==> config.mk <==
export PLATFORM = sky130hd
export DESIGN_NAME = shift_rows_pipe
export DESIGN_NICKNAME = d
export VERILOG_FILES = /design/src/rtl/shift_rows_pipe.sv
export SDC_FILE = /design/constraint.sdc
export NUM_CORES = 1
export LEC_CHECK = 0
export BUFFER_PORTS_ARGS = -buffer_cell sky130_fd_sc_hd__buf_2
export CAP_MARGIN = 0
export CORE_MARGIN = 3
export CORE_UTILIZATION = 45
export DETAILED_ROUTE_END_ITERATION = 6
export HOLD_SLACK_MARGIN = 0.08
export PLACE_DENSITY = 0.74
export SYNTH_ARGS = -nofsm -noshare
export SYNTH_HDL_FRONTEND = slang
export SYNTH_SLANG_ARGS = --single-unit
export TNS_END_PERCENT = 10
==> constraint.sdc <==
create_clock -name clk -period 1.3 [get_ports clk]
set_input_delay 0.26 -clock clk [delete_from_list [all_inputs] [get_ports clk]]
set_output_delay 0.26 -clock clk [all_outputs]
set_load 0.02 [all_outputs]
==> src/rtl/shift_rows_pipe.sv <==
// shift_rows_pipe: registered Rijndael ShiftRows / InvShiftRows stage with a
// two-entry skid buffer (main register M, skid register S), one-cycle latency
// and full throughput. The permutation is applied on the input side, so both
// registers hold already-permuted states.
//
// Build option: define SHIFT_ROWS_INV_EN to honour in_mode (both permutation
// networks built and muxed, mode bit stored with each entry). Without it only
// ShiftRows is built and in_mode is ignored.
//
// Parameters:
//   NB     number of state columns (4, 6 or 8); state width is 32*NB
//   TAG_W  width of the sideband tag
// Ports:
//   clk, rst               rising-edge clock, synchronous active-high reset
//   in_valid/in_ready      upstream handshake (in_ready is a register output)
//   in_state/in_mode/in_tag  input state (byte k at [32*NB-1-8k -: 8],
//                          row k%4, column k/4), direction, sideband tag
//   out_valid/out_ready    downstream handshake
//   out_state/out_tag      permuted state and its tag, driven from M
module shift_rows_pipe #(
  parameter int NB    = 4,
  parameter int TAG_W = 4
) (
  input  logic              clk,
  input  logic              rst,
  input  logic              in_valid,
  output logic              in_ready,
  input  logic [32*NB-1:0]  in_state,
  input  logic              in_mode,
  input  logic [TAG_W-1:0]  in_tag,
  output logic              out_valid,
  input  logic              out_ready,
  output logic [32*NB-1:0]  out_state,
  output logic [TAG_W-1:0]  out_tag
);

  localparam int          W   = 32 * NB;
  localparam int unsigned NBU = NB;

  if (!(NB == 4 || NB == 6 || NB == 8)) begin : g_nb_check
    $error("shift_rows_pipe: NB must be 4, 6 or 8");
  end

  typedef enum logic [1:0] {
    EMPTY = 2'd0,
    ONE   = 2'd1,
    FULL  = 2'd2
  } occ_e;

  // Row offset: rows 2 and 3 shift further for the 256-bit block.
  function automatic int unsigned row_off(input int unsigned row);
    case (row)
      0:       row_off = 0;
      1:       row_off = 1;
      2:       row_off = (NBU == 8) ? 3 : 2;
      default: row_off = (NBU == 8) ? 4 : 3;
    endcase
  endfunction

  function automatic logic [W-1:0] permute(input logic [W-1:0] s, input logic inv);
    logic [W-1:0] r;
    int unsigned  src;
    r = '0;
    for (int unsigned c = 0; c < NBU; c++) begin
      for (int unsigned rr = 0; rr < 4; rr++) begin
        if (inv) src = (c + NBU - row_off(rr)) % NBU;
        else     src = (c + row_off(rr)) % NBU;
        r[W-1-8*(c*4+rr) -: 8] = s[W-1-8*(src*4+rr) -: 8];
      end
    end
    return r;
  endfunction

  logic [W-1:0] perm_in;

`ifdef SHIFT_ROWS_INV_EN
  logic [W-1:0] perm_fwd;
  logic [W-1:0] perm_inv;
  assign perm_fwd = permute(in_state, 1'b0);
  assign perm_inv = permute(in_state, 1'b1);
  assign perm_in  = in_mode ? perm_inv : perm_fwd;
`else
  logic unused_mode;
  assign perm_in     = permute(in_state, 1'b0);
  assign unused_mode = in_mode;
`endif

  occ_e             occ, occ_nxt;
  logic             in_ready_q;
  logic [W-1:0]     m_state, s_state;
  logic [TAG_W-1:0] m_tag, s_tag;
  logic             in_fire, out_fire;
  logic             load_m_in, load_m_s, load_s;

  assign in_ready  = in_ready_q;
  assign out_valid = (occ != EMPTY);
  assign out_state = m_state;
  assign out_tag   = m_tag;
  assign in_fire   = in_valid & in_ready_q;
  assign out_fire  = out_valid & out_ready;

  always_comb begin
    occ_nxt   = occ;
    load_m_in = 1'b0;
    load_m_s  = 1'b0;
    load_s    = 1'b0;
    case (occ)
      EMPTY: begin
        if (in_fire) begin
          load_m_in = 1'b1;
          occ_nxt   = ONE;
        end
      end
      ONE: begin
        if (in_fire && out_fire) begin
          load_m_in = 1'b1;
        end else if (in_fire) begin
          load_s  = 1'b1;
          occ_nxt = FULL;
        end else if (out_fire) begin
          occ_nxt = EMPTY;
        end
      end
      FULL: begin
        // in_ready is low here, so only the drain of S into M can happen.
        if (out_fire) begin
          load_m_s = 1'b1;
          occ_nxt  = ONE;
        end
      end
      default: occ_nxt = EMPTY;
    endcase
  end

`ifdef SHIFT_ROWS_INV_EN
  logic m_mode, s_mode;
  logic [1:0] unused_mode_bits;
  assign unused_mode_bits = {m_mode, s_mode};
`endif

  always_ff @(posedge clk) begin
    if (rst) begin
      occ        <= EMPTY;
      in_ready_q <= 1'b1;
      m_state    <= '0;
      m_tag      <= '0;
      s_state    <= '0;
      s_tag      <= '0;
`ifdef SHIFT_ROWS_INV_EN
      m_mode     <= 1'b0;
      s_mode     <= 1'b0;
`endif
    end else begin
      occ        <= occ_nxt;
      // Registered so in_ready has no combinational path from out_ready.
      in_ready_q <= (occ_nxt != FULL);
      if (load_m_in) begin
        m_state <= perm_in;
        m_tag   <= in_tag;
`ifdef SHIFT_ROWS_INV_EN
        m_mode  <= in_mode;
`endif
      end else if (load_m_s) begin
        m_state <= s_state;
        m_tag   <= s_tag;
`ifdef SHIFT_ROWS_INV_EN
        m_mode  <= s_mode;
`endif
      end
      if (load_s) begin
        s_state <= perm_in;
        s_tag   <= in_tag;
`ifdef SHIFT_ROWS_INV_EN
        s_mode  <= in_mode;
`endif
      end
    end
  end

endmodule

==> results of run 1 <==
power by group through the flow:
| stage | Clock (mW) | Combinational [mW] | Sequential (mW) |
|---|---|---|---|
| detailed placement | 0 | 2.68 | 9.13 |
| global placement | 0 | 2.63 | 9.12 |
| floorplan | 0 | 1.16 | 9.57 |
| global route | 8.40 | 4.83 | 9.20 |
| CTS | 7.97 | 3.85 | 9.02 |
| finish | 8.08 | 4.63 | 9.17 |
repair_timing:
action,in CTS,in global routing
buffers inserted,27,18
cloned,31,19
hold buffers,133,0
gates resized for setup,269,345
setup endpoints to repair,387,375
hold endpoints to repair,265,0
pin swaps,27,99
flip-flops by register name (all words and copies together), names as in the netlist:
name and flops:
in_ready 1, occ 2, out_state 128, out_tag 4, s_state 128, s_tag 4
worst max-delay path by stage:
| stage | depth (start not counted) | slack (ns) | end |
|---|---|---|---|
| after global placement | 6 | -0.15 | out_state[23] |
| after detailed placement | 6 | -0.26 | out_state[46] |
| after CTS | 3 | -0.31 | out_valid |
| after floorplan | 7 | -0.04 | s_state[32] |
| after global routing | 7 | -0.47 | s_state[91] |
| final | 7 | -0.46 | s_state[91] |
logic make-up after synthesis:
| logic type | after synthesis | synth area share (%) |
|---|---|---|
| buffers and inverters | 119 | 6.425 |
| multiplexers | 2 | 0.1911 |
| AND/OR/NAND/NOR | 670 | 24.22 |
| flip-flops | 267 | 51.02 |
| AO/OA/AOI/OAI | 267 | 18.15 |
metrics by stage:
stage / std cells / setup WS [ns]
detailed placement: 1836 / -0.2628
floorplan: 1325 / -0.04184
finish: 2107 / -0.4633
global route: 2106 / -0.4730
global placement: 1836 / -0.1548
CTS: 2076 / -0.3091
placed cells by master, fill, tap and decap left out, types with 2 or more instances in the layout:
master | Yosys | routed
diode_2 | 0 | 2
dfxtp_2 | 0 | 109
a311oi_4 | 0 | 2
nand2_2 | 0 | 16
buf_16 | 0 | 30
a311oi_2 | 10 | 64
dlygate4sd3_1 | 0 | 133
buf_8 | 0 | 6
buf_6 | 12 | 117
buf_12 | 0 | 42
a21oi_2 | 0 | 61
and2_4 | 0 | 2
clkbuf_8 | 0 | 7
buf_2 | 43 | 134
nand2_1 | 530 | 501
a21oi_1 | 133 | 72
nor2_4 | 0 | 9
clkbuf_16 | 0 | 44
nor2_2 | 0 | 23
clkbuf_1 | 36 | 9
a311oi_1 | 122 | 66
nand2_4 | 0 | 13
dfxtp_1 | 267 | 158
buf_4 | 22 | 55
nor2_1 | 133 | 101
and3_4 | 0 | 2
worst max-delay path, stage by stage, from the launching register on:
cell	delay (ns)
dfxtp_2	0.32
and3b_2	0.27
buf_4	0.12
buf_6	0.10
and2_4	0.25
buf_12	0.20
nand2_1	0.13
a21oi_2	0.27
routing by layer:
metal / GRT usage [%] / vias up
met5: 0 / -
met4: 12.74 / 2
li1: - / 5381
met3: 6.442 / 292
met2: 50.98 / 990
met1: 37.10 / 5925
final cells by class:
class                      count  area [um2]  share of cell area [%]
antenna                        2       5.005                 0.02773
inverter                       2       7.507                 0.04160
clock buffer                  44       842.1                   4.666
timing repair buffer         533        5878                   32.57
tap                          313       391.6                   2.170
sequential                   267        5482                   30.37
multi-input combinational    941        5379                   29.80
clock inverter                 5       62.56                  0.3466
==> impl_metrics.json, run 1 <==
{
  "post-dp-hpwl_mm": 18.28,
  "holdCritPathClass": "input port to flop",
  "grt_pass1_vias": 11664,
  "die_w_um": 158.6,
  "area_growth_pct": 72.25,
  "crit_arrival_ns": 2.21,
  "start_util_pct": 46.00,
  "yosys.area.top_type_share_pct": 51.02,
  "portBuffers": 269,
  "fmax_mhz": 567.1,
  "syn-num-nets": 1462,
  "swShare_pct": 28.44,
  "p_clk_share_pct": 36.9,
  "firstDrtPassIters": 7,
  "synth_seq_cells": 267,
  "p_per_area_nw_per_um2": 1213,
  "hold_slack_ns": 0.1526,
  "ys_types": 22,
  "fin_nets": 1911,
  "synthesis.area_um2": 10480,
  "worst_slew_pin_slew_ns": 0.3744,
  "antenna_found_initial": 2,
  "dieArea_um2": 25150,
  "fin_total_pwr_mw": 21.88,
  "synth_area_per_cell_um2": 7.908,
  "min-delay-start": "rst",
  "synthMostInstantiatedCell": "nand2_1",
  "startpoint": "occ[1]",
  "crit_required_ns": 1.75,
  "drtIter0Drc": 1325,
  "p_comb_share_pct": 21.2,
  "synth.yosys.seq_area_share_pct": 51.02,
  "start_kind": "flop",
  "overflow": 0,
  "wl_mm": 48.23,
  "m1WireLength_mm": 16.94,
  "numCtsBuffers": 29,
  "max-clock-path-buffers": 3,
  "synthTopCellsByCount": "nand2_1 (530), dfxtp_1 (267), a21oi_1 (133), nor2_1 (133), a311oi_1 (122)",
  "final_util_pct": 79.23,
  "async_reset_ff_share_pct": 0,
  "switching_power_mw": 6.224,
  "yosys-top-cells-area": "dfxtp_1 (51%), nand2_1 (19%), a311oi_1 (10%)",
  "met3WireLength_mm": 5.154,
  "tritoncts": "done",
  "finalClockSkew_ns": 0.01360,
  "cap_violations": 0,
  "clockRootBuffer": "clkbuf_16",
  "seqPwrFrac_pct": 41.9,
  "grt_usage_pct": 30.09,
  "holdPathStages": 2,
  "hold_violations": 0,
  "gp_congestion": 0.7895,
  "clock_sinks": 267,
  "crit_type": "flop to flop",
  "grt_max_degree": 49,
  "status": "finished with violations",
  "relSlewSlack_pct": 75.04,
  "boundaryPins": 271,
  "clk_pin_slew_worst_paths_ns": 0.07,
  "die_h_um": 158.6,
  "grt_setup_unrepaired": "true",
  "vdd_drop_max_uv": 1154,
  "end_kind": "flop",
  "netlist_instances": 1325,
  "finalSetupTns_ns": -62.41,
  "drive_gt1_share_pct": 41.74,
  "failed_checks": "DRC, setup timing",
  "finalSetupViolations": 277,
  "vias": 12590,
  "drv_slew": 0,
  "vias_per_cell": 5.975,
  "drc_errors": 2,
  "rr_worst_depth": 7,
  "stdcell_area_um2": 18050,
  "r2r_setup_slack_ns": -0.46,
  "yosys_warnings": 0,
  "r2r_start": "occ[1]",
  "rr_endpoint": "s_state[91]",
  "wl_per_cell_um": 22.89,
  "finalCritPeriodShare_pct": 135.6,
  "clock_latency_ns": 0.54,
  "fin_crit_ns": 1.763,
  "final.setup.worst_slack_ns": -0.4633,
  "yosysTopAreaCell": "dfxtp_1",
  "ys.flop_type": "dfxtp_1",
  "min_to": "s_state[4]",
  "leakagePower_nw": 7.078,
  "num-fill-cells": 1253,
  "drtAntennaViolNets": 0,
  "place_area_um2": 12290,
  "intPower_mw": 15.66,
  "top_layer_used": "met5",
  "synth_edf_count": 0,
  "grt_first_pass_wirelength_mm": 61.00,
  "wl_met2_mm": 23.19,
  "critPathMaxFanout": 20,
  "coreArea_um2": 22780,
  "core.rowCount": 55,
  "htree_levels": 1
}
Power figures use the tool's default switching activity.
==> run 2, diff against run 1 <==
--- a/config.mk
+++ b/config.mk
@@ -11,7 +11,7 @@
 export CORE_UTILIZATION = 45
 export DETAILED_ROUTE_END_ITERATION = 6
 export HOLD_SLACK_MARGIN = 0.08
-export PLACE_DENSITY = 0.74
+export PLACE_DENSITY = 0.76
 export SYNTH_ARGS = -nofsm -noshare
 export SYNTH_HDL_FRONTEND = slang
 export SYNTH_SLANG_ARGS = --single-unit
==> run 2 against run 1 <==
  * The flow finishes with violations (setup timing)
  * First-iteration DRC count is 0.60% lower
  * Global-route usage down 1.8 points
  * Sequential cell count did not move
  * Clock-buffer cell count is 2 higher
  * Register-to-register slack gained 0.04 ns
  * Clock skew barely moved
  * Sequential share of layout area up 0.51 points
  * Non-clock buffer count increased by 1
  * Combinational power about the same
  * Critical path depth unchanged
  * Cell area shrank 1.9%
  * Largest cell class unchanged
==> impl_metrics.json, run 2 (same netlist as run 1, synthesis figures left out) <==
{
  "finalSetupTns_ns": -65.32,
  "end_kind": "flop",
  "relSlewSlack_pct": 72.35,
  "final.setup.worst_slack_ns": -0.4281,
  "pre_cts_ws_ns": -0.2852,
  "place_area_um2": 12410,
  "clockRootBuffer": "clkbuf_16",
  "wl_mm": 48.07,
  "crit_arrival_ns": 2.14,
  "numCtsBuffers": 28,
  "vias_per_cell": 6.050,
  "start_util_pct": 46.00,
  "overflow": 0,
  "fin_nets": 1909,
  "cap_violations": 0,
  "fin_crit_ns": 1.728,
  "antenna_found_initial": 1,
  "grt_first_pass_wirelength_mm": 58.16,
  "drtIter0Drc": 1317,
  "coreArea_um2": 22780,
  "rr_worst_depth": 7,
  "clk_pin_slew_worst_paths_ns": 0.06,
  "vias": 12729,
  "clock_latency_ns": 0.54,
  "grt_setup_unrepaired": "true",
  "boundaryPins": 271,
  "hold_slack_ns": 0.1446,
  "stdcell_area_um2": 17710,
  "finalClockSkew_ns": 0.01382,
  "area_growth_pct": 69.00,
  "rr_endpoint": "out_state[66]",
  "gp_congestion": 0.7996,
  "die_h_um": 158.6,
  "p_per_area_nw_per_um2": 1227,
  "grt_usage_pct": 28.28,
  "die_w_um": 158.6,
  "startpoint": "occ[1]",
  "finalCritPeriodShare_pct": 132.9,
  "dieArea_um2": 25150,
  "layout_common_cells": "nand2_1 (482), dfxtp_1 (168), buf_2 (134)",
  "place_inst": 1859,
  "drv_slew": 0,
  "wl_per_cell_um": 22.85,
  "tritoncts": "done",
  "layout.cells.non_filler": 2104,
  "drc_errors": 0,
  "crit_required_ns": 1.71,
  "r2r_setup_slack_ns": -0.43,
  "failed_checks": "setup timing",
  "endpoint": "out_state[66]",
  "critPathMaxFanout": 12,
  "portBuffers": 269,
  "r2r_start": "occ[1]",
  "drive_gt1_share_pct": 41.56,
  "worst_slew_pin_slew_ns": 0.4147,
  "crit_type": "flop to flop",
  "start_kind": "flop",
  "firstDrtPassIters": 6,
  "drtAntennaViolNets": 0,
  "post-dp-hpwl_mm": 18.91,
  "final_util_pct": 77.74,
  "grt_pass1_vias": 11656,
  "max-clock-path-buffers": 3,
  "core.rowCount": 55,
  "hold_violations": 0,
  "clock_sinks": 267,
  "leakagePower_nw": 6.902,
  "holdCritPathClass": "input port to flop",
  "finalSetupViolations": 280,
  "vdd_drop_max_uv": 1122,
  "layout_commonest_cell": "nand2_1",
  "htree_levels": 1,
  "grt_max_degree": 52,
  "fmax_mhz": 578.7,
  "fin_total_pwr_mw": 21.73,
  "status": "finished with violations"
}
==> run 2: report_power, final <==
| group | switching (mW) | internal, mW |
|---|---|---|
| sequential | 0.399 | 8.75 |
| combinational | 2.39 | 2.22 |
| clock | 3.34 | 4.62 |
| total | 6.13 | 15.6 |
==> run 2: cell type report <==
type | instances | area (um2)
repair buffers | 534 | 5574
flip-flops and latches | 267 | 5469
multi-input cells | 939 | 5363
fillers | 1195 | 5071
clock buffers | 46 | 889.6
well taps | 313 | 391.6
clock inverters | 2 | 10.01
inverters | 2 | 7.507
diodes | 1 | 2.502
==> run 2: worst min path at each step <==
stage	slack (ns)	end	cells after the start	startpoint
final	0.14	occ[1]	3	out_ready
after global routing	0.14	occ[1]	3	out_ready
after CTS	0.12	occ[1]	3	out_ready
after detailed placement	0.45	s_state[59]	2	s_state[59]
after global placement	0.44	s_state[55]	2	s_state[55]
after floorplan	0.34	occ[1]	1	out_ready
==> run 2: timing repair <==
action                     4_1_cts  5_1_grt
resized for setup              245      333
setup endpoints to repair      361      372
gates cloned                    18       18
buffers inserted                18       14
pin swaps                       64       98
hold endpoints to repair       262        0
hold buffers                   132        0
==> run 2: worst max-delay path: stages, from the launching register on <==
cell      delay [ns]
dfxtp_2         0.34
buf_6           0.11
buf_6           0.11
and3_4          0.24
buf_12          0.16
buf_16          0.15
nand2_1         0.12
a311oi_4        0.37
==> run 2: metal layers <==
metal	wire length [um]	vias up	GRT usage [%]	part of all wire, %
met5	13	-	0	0.027
met3	4832	300	6.170	10
li1	-	5368	-	-
met4	3151	2	12.95	6.6
met2	23480	1072	48.80	49
met1	16590	5987	33.62	35
==> run 3, diff against run 2 <==
--- a/config.mk
+++ b/config.mk
@@ -7,7 +7,6 @@
 export LEC_CHECK = 0
 export BUFFER_PORTS_ARGS = -buffer_cell sky130_fd_sc_hd__buf_2
 export CAP_MARGIN = 0
-export CORE_MARGIN = 3
 export CORE_UTILIZATION = 45
 export DETAILED_ROUTE_END_ITERATION = 6
 export HOLD_SLACK_MARGIN = 0.08
==> run 3 against run 2 <==
  * The run still ends with setup timing left
  * Largest power group unchanged
  * Setup slack improved by 0.087 ns
  * Critical path depth unchanged
  * Sequential cell count stayed put
  * Global-route usage grew 0.36 points
  * Non-clock buffer count down 20
  * Clock skew increased by 0.0033 ns
  * Core utilization fell by 2.2 points
  * Critical path type unchanged
  * Total power grew 2.2%
  * Die area shrank 5.0%
  * Via count fell by 4.2%
  * Cell area fell by 3.1%
  * Sequential power down 0.4%
==> impl_metrics.json, run 3 (same netlist as run 1, synthesis figures left out) <==
{
  "start_util_pct": 46.14,
  "core.rowCount": 55,
  "grt_util_met1_pct": 32.87,
  "crit_type": "flop to flop",
  "vias": 12192,
  "fin_crit_ns": 1.641,
  "swShare_pct": 27.42,
  "post-dp-hpwl_mm": 18.70,
  "die_h_um": 154.6,
  "failed_checks": "setup timing",
  "antenna_found_initial": 1,
  "grt_usage_pct": 28.64,
  "wl_per_cell_um": 21.57,
  "final.setup.worst_slack_ns": -0.3409,
  "seqPwrFrac_pct": 41.0,
  "clock_sinks": 267,
  "drtAntennaViolNets": 0,
  "p_comb_share_pct": 19.2,
  "layout_commonest_cell": "nand2_1",
  "finalClockSkew_ns": 0.01711,
  "layout.cells.non_filler": 2060,
  "vias_per_cell": 5.918,
  "r2r_start": "occ[1]",
  "holdCritPathClass": "input port to flop",
  "finalCritPeriodShare_pct": 126.2,
  "final_util_pct": 75.53,
  "portBuffers": 269,
  "max-clock-path-buffers": 3,
  "drc_errors": 0,
  "cap_violations": 0,
  "slowest_delay_ns": 0.33,
  "drive_gt1_share_pct": 37.25,
  "hold_violations": 0,
  "wl_mm": 44.44,
  "area_growth_pct": 63.70,
  "critPathSlowestCell": "dfxtp_2",
  "finalSetupViolations": 279,
  "cp_num_buf_inv": 3,
  "htree_levels": 1,
  "crit_arrival_ns": 2.06,
  "intPower_mw": 16.12,
  "startpoint": "occ[1]",
  "pre_cts_ws_ns": -0.2472,
  "boundaryPins": 271,
  "dieArea_um2": 23900,
  "grt_setup_unrepaired": "true",
  "use_met2_pct": 51.07,
  "worst_slew_pin_slew_ns": 0.4571,
  "min_to": "occ[1]",
  "relSlewSlack_pct": 69.52,
  "p_per_area_nw_per_um2": 1295,
  "rr_endpoint": "out_state[8]",
  "grt_max_degree": 54,
  "vdd_drop_max_uv": 839.2,
  "die_w_um": 154.6,
  "switching_power_mw": 6.088,
  "layout_common_cells": "nand2_1 (496), dfxtp_1 (187), buf_2 (136)",
  "p_clk_share_pct": 39.8,
  "clk_pin_slew_worst_paths_ns": 0.09,
  "grt.busiest_layer": "met2",
  "leakagePower_nw": 6.685,
  "met3_usage_pct": 5.184,
  "clock_latency_ns": 0.55,
  "crit_family": "simple AND/OR/NAND/NOR gates",
  "start_kind": "flop",
  "crit_chain": "and3b_2 > o21ai_4 > buf_12 > buf_12 > buf_16 > nor2_1 > a311oi_2",
  "finalSetupTns_ns": -57.77,
  "gp_congestion": 0.7870,
  "numCtsBuffers": 28,
  "grt_pass1_vias": 11222,
  "firstDrtPassIters": 6,
  "end_kind": "flop",
  "rr_worst_depth": 7,
  "min-delay-start": "out_ready",
  "num-fill-cells": 1356,
  "grt_first_pass_wirelength_mm": 55.93,
  "fin_nets": 1889,
  "path_common_cell": "buf_12",
  "fmax_mhz": 609.4,
  "overflow": 0,
  "drtIter0Drc": 990,
  "r2r_setup_slack_ns": -0.34,
  "holdPathStages": 3,
  "coreArea_um2": 22710,
  "status": "finished with violations",
  "crit_required_ns": 1.72,
  "place_inst": 1821,
  "tritoncts": "done",
  "clockRootBuffer": "clkbuf_16",
  "drv_slew": 0,
  "critPathMaxFanout": 9
}
## run 3: cell types whose count changed in the layout (fill, tap and decap cells not counted), moves of 9 or more
cell	before	now
buf_6	90	67
dfxtp_2	99	79
dfxtp_1	168	187
a311oi_1	56	71
a311oi_2	75	60
nand2_1	482	496
a21oi_1	81	91
a21oi_2	51	41
buf_4	96	105
nor2_2	17	8
## run 3: metal layers
metal / wire, um / share of wire (%)
met5: 0 / 0
met4: 2735 / 6.2
met3: 4023 / 9.1
met2: 21930 / 49
met1: 15740 / 35
## run 3: worst min-delay path: stages
cell and delay (ns):
buf_2 0.20, buf_4 0.15, nor3_1 0.05
## run 3: power by group through the flow
stage / logic, mW / registers (mW) / clock network [mW]
finish: 4.27 / 9.11 / 8.83
global placement: 2.66 / 9.12 / 0
floorplan: 1.16 / 9.57 / 0
global route: 4.45 / 9.14 / 9.13
detailed placement: 2.71 / 9.12 / 0
CTS: 3.50 / 8.99 / 8.72
## run 3: timing repair
item,CTS,global route
pin swaps,30,76
resized for setup,176,280
endpoints found under the hold margin,263,0
hold buffers,132,0
cloned,7,23
buffers inserted,10,14
setup endpoints to repair,356,372
## run 3: worst max path at each step
stage	end	slack, ns	cells past startpoint
floorplan	s_state[32]	-0.04	7
global placement	out_state[111]	-0.16	7
detailed placement	out_state[53]	-0.25	7
CTS	out_valid	-0.31	3
global route	out_state[41]	-0.41	8
finish	out_state[8]	-0.34	7
## run 3: layout make-up
class,instances,area (um2),area share [%]
antenna,3,7.507,0.04377
clock buffer,40,817.0,4.764
clock inverter,10,182.7,1.065
inverter,2,7.507,0.04377
multi-input combinational,939,5140,29.97
sequential,267,5448,31.76
tap,285,356.6,2.079
timing repair buffer,514,5192,30.27
## run 3: through the flow
stage / hold slack, ns / power, mW / instance area (um2)
floorplan: 0.3408 / 10.73 / 10510
global placement: 0.4414 / 11.78 / 12390
detailed placement: 0.4465 / 11.84 / 12390
CTS: 0.1270 / 21.21 / 15510
global route: 0.1921 / 22.71 / 17150
finish: 0.1743 / 22.20 / 17150
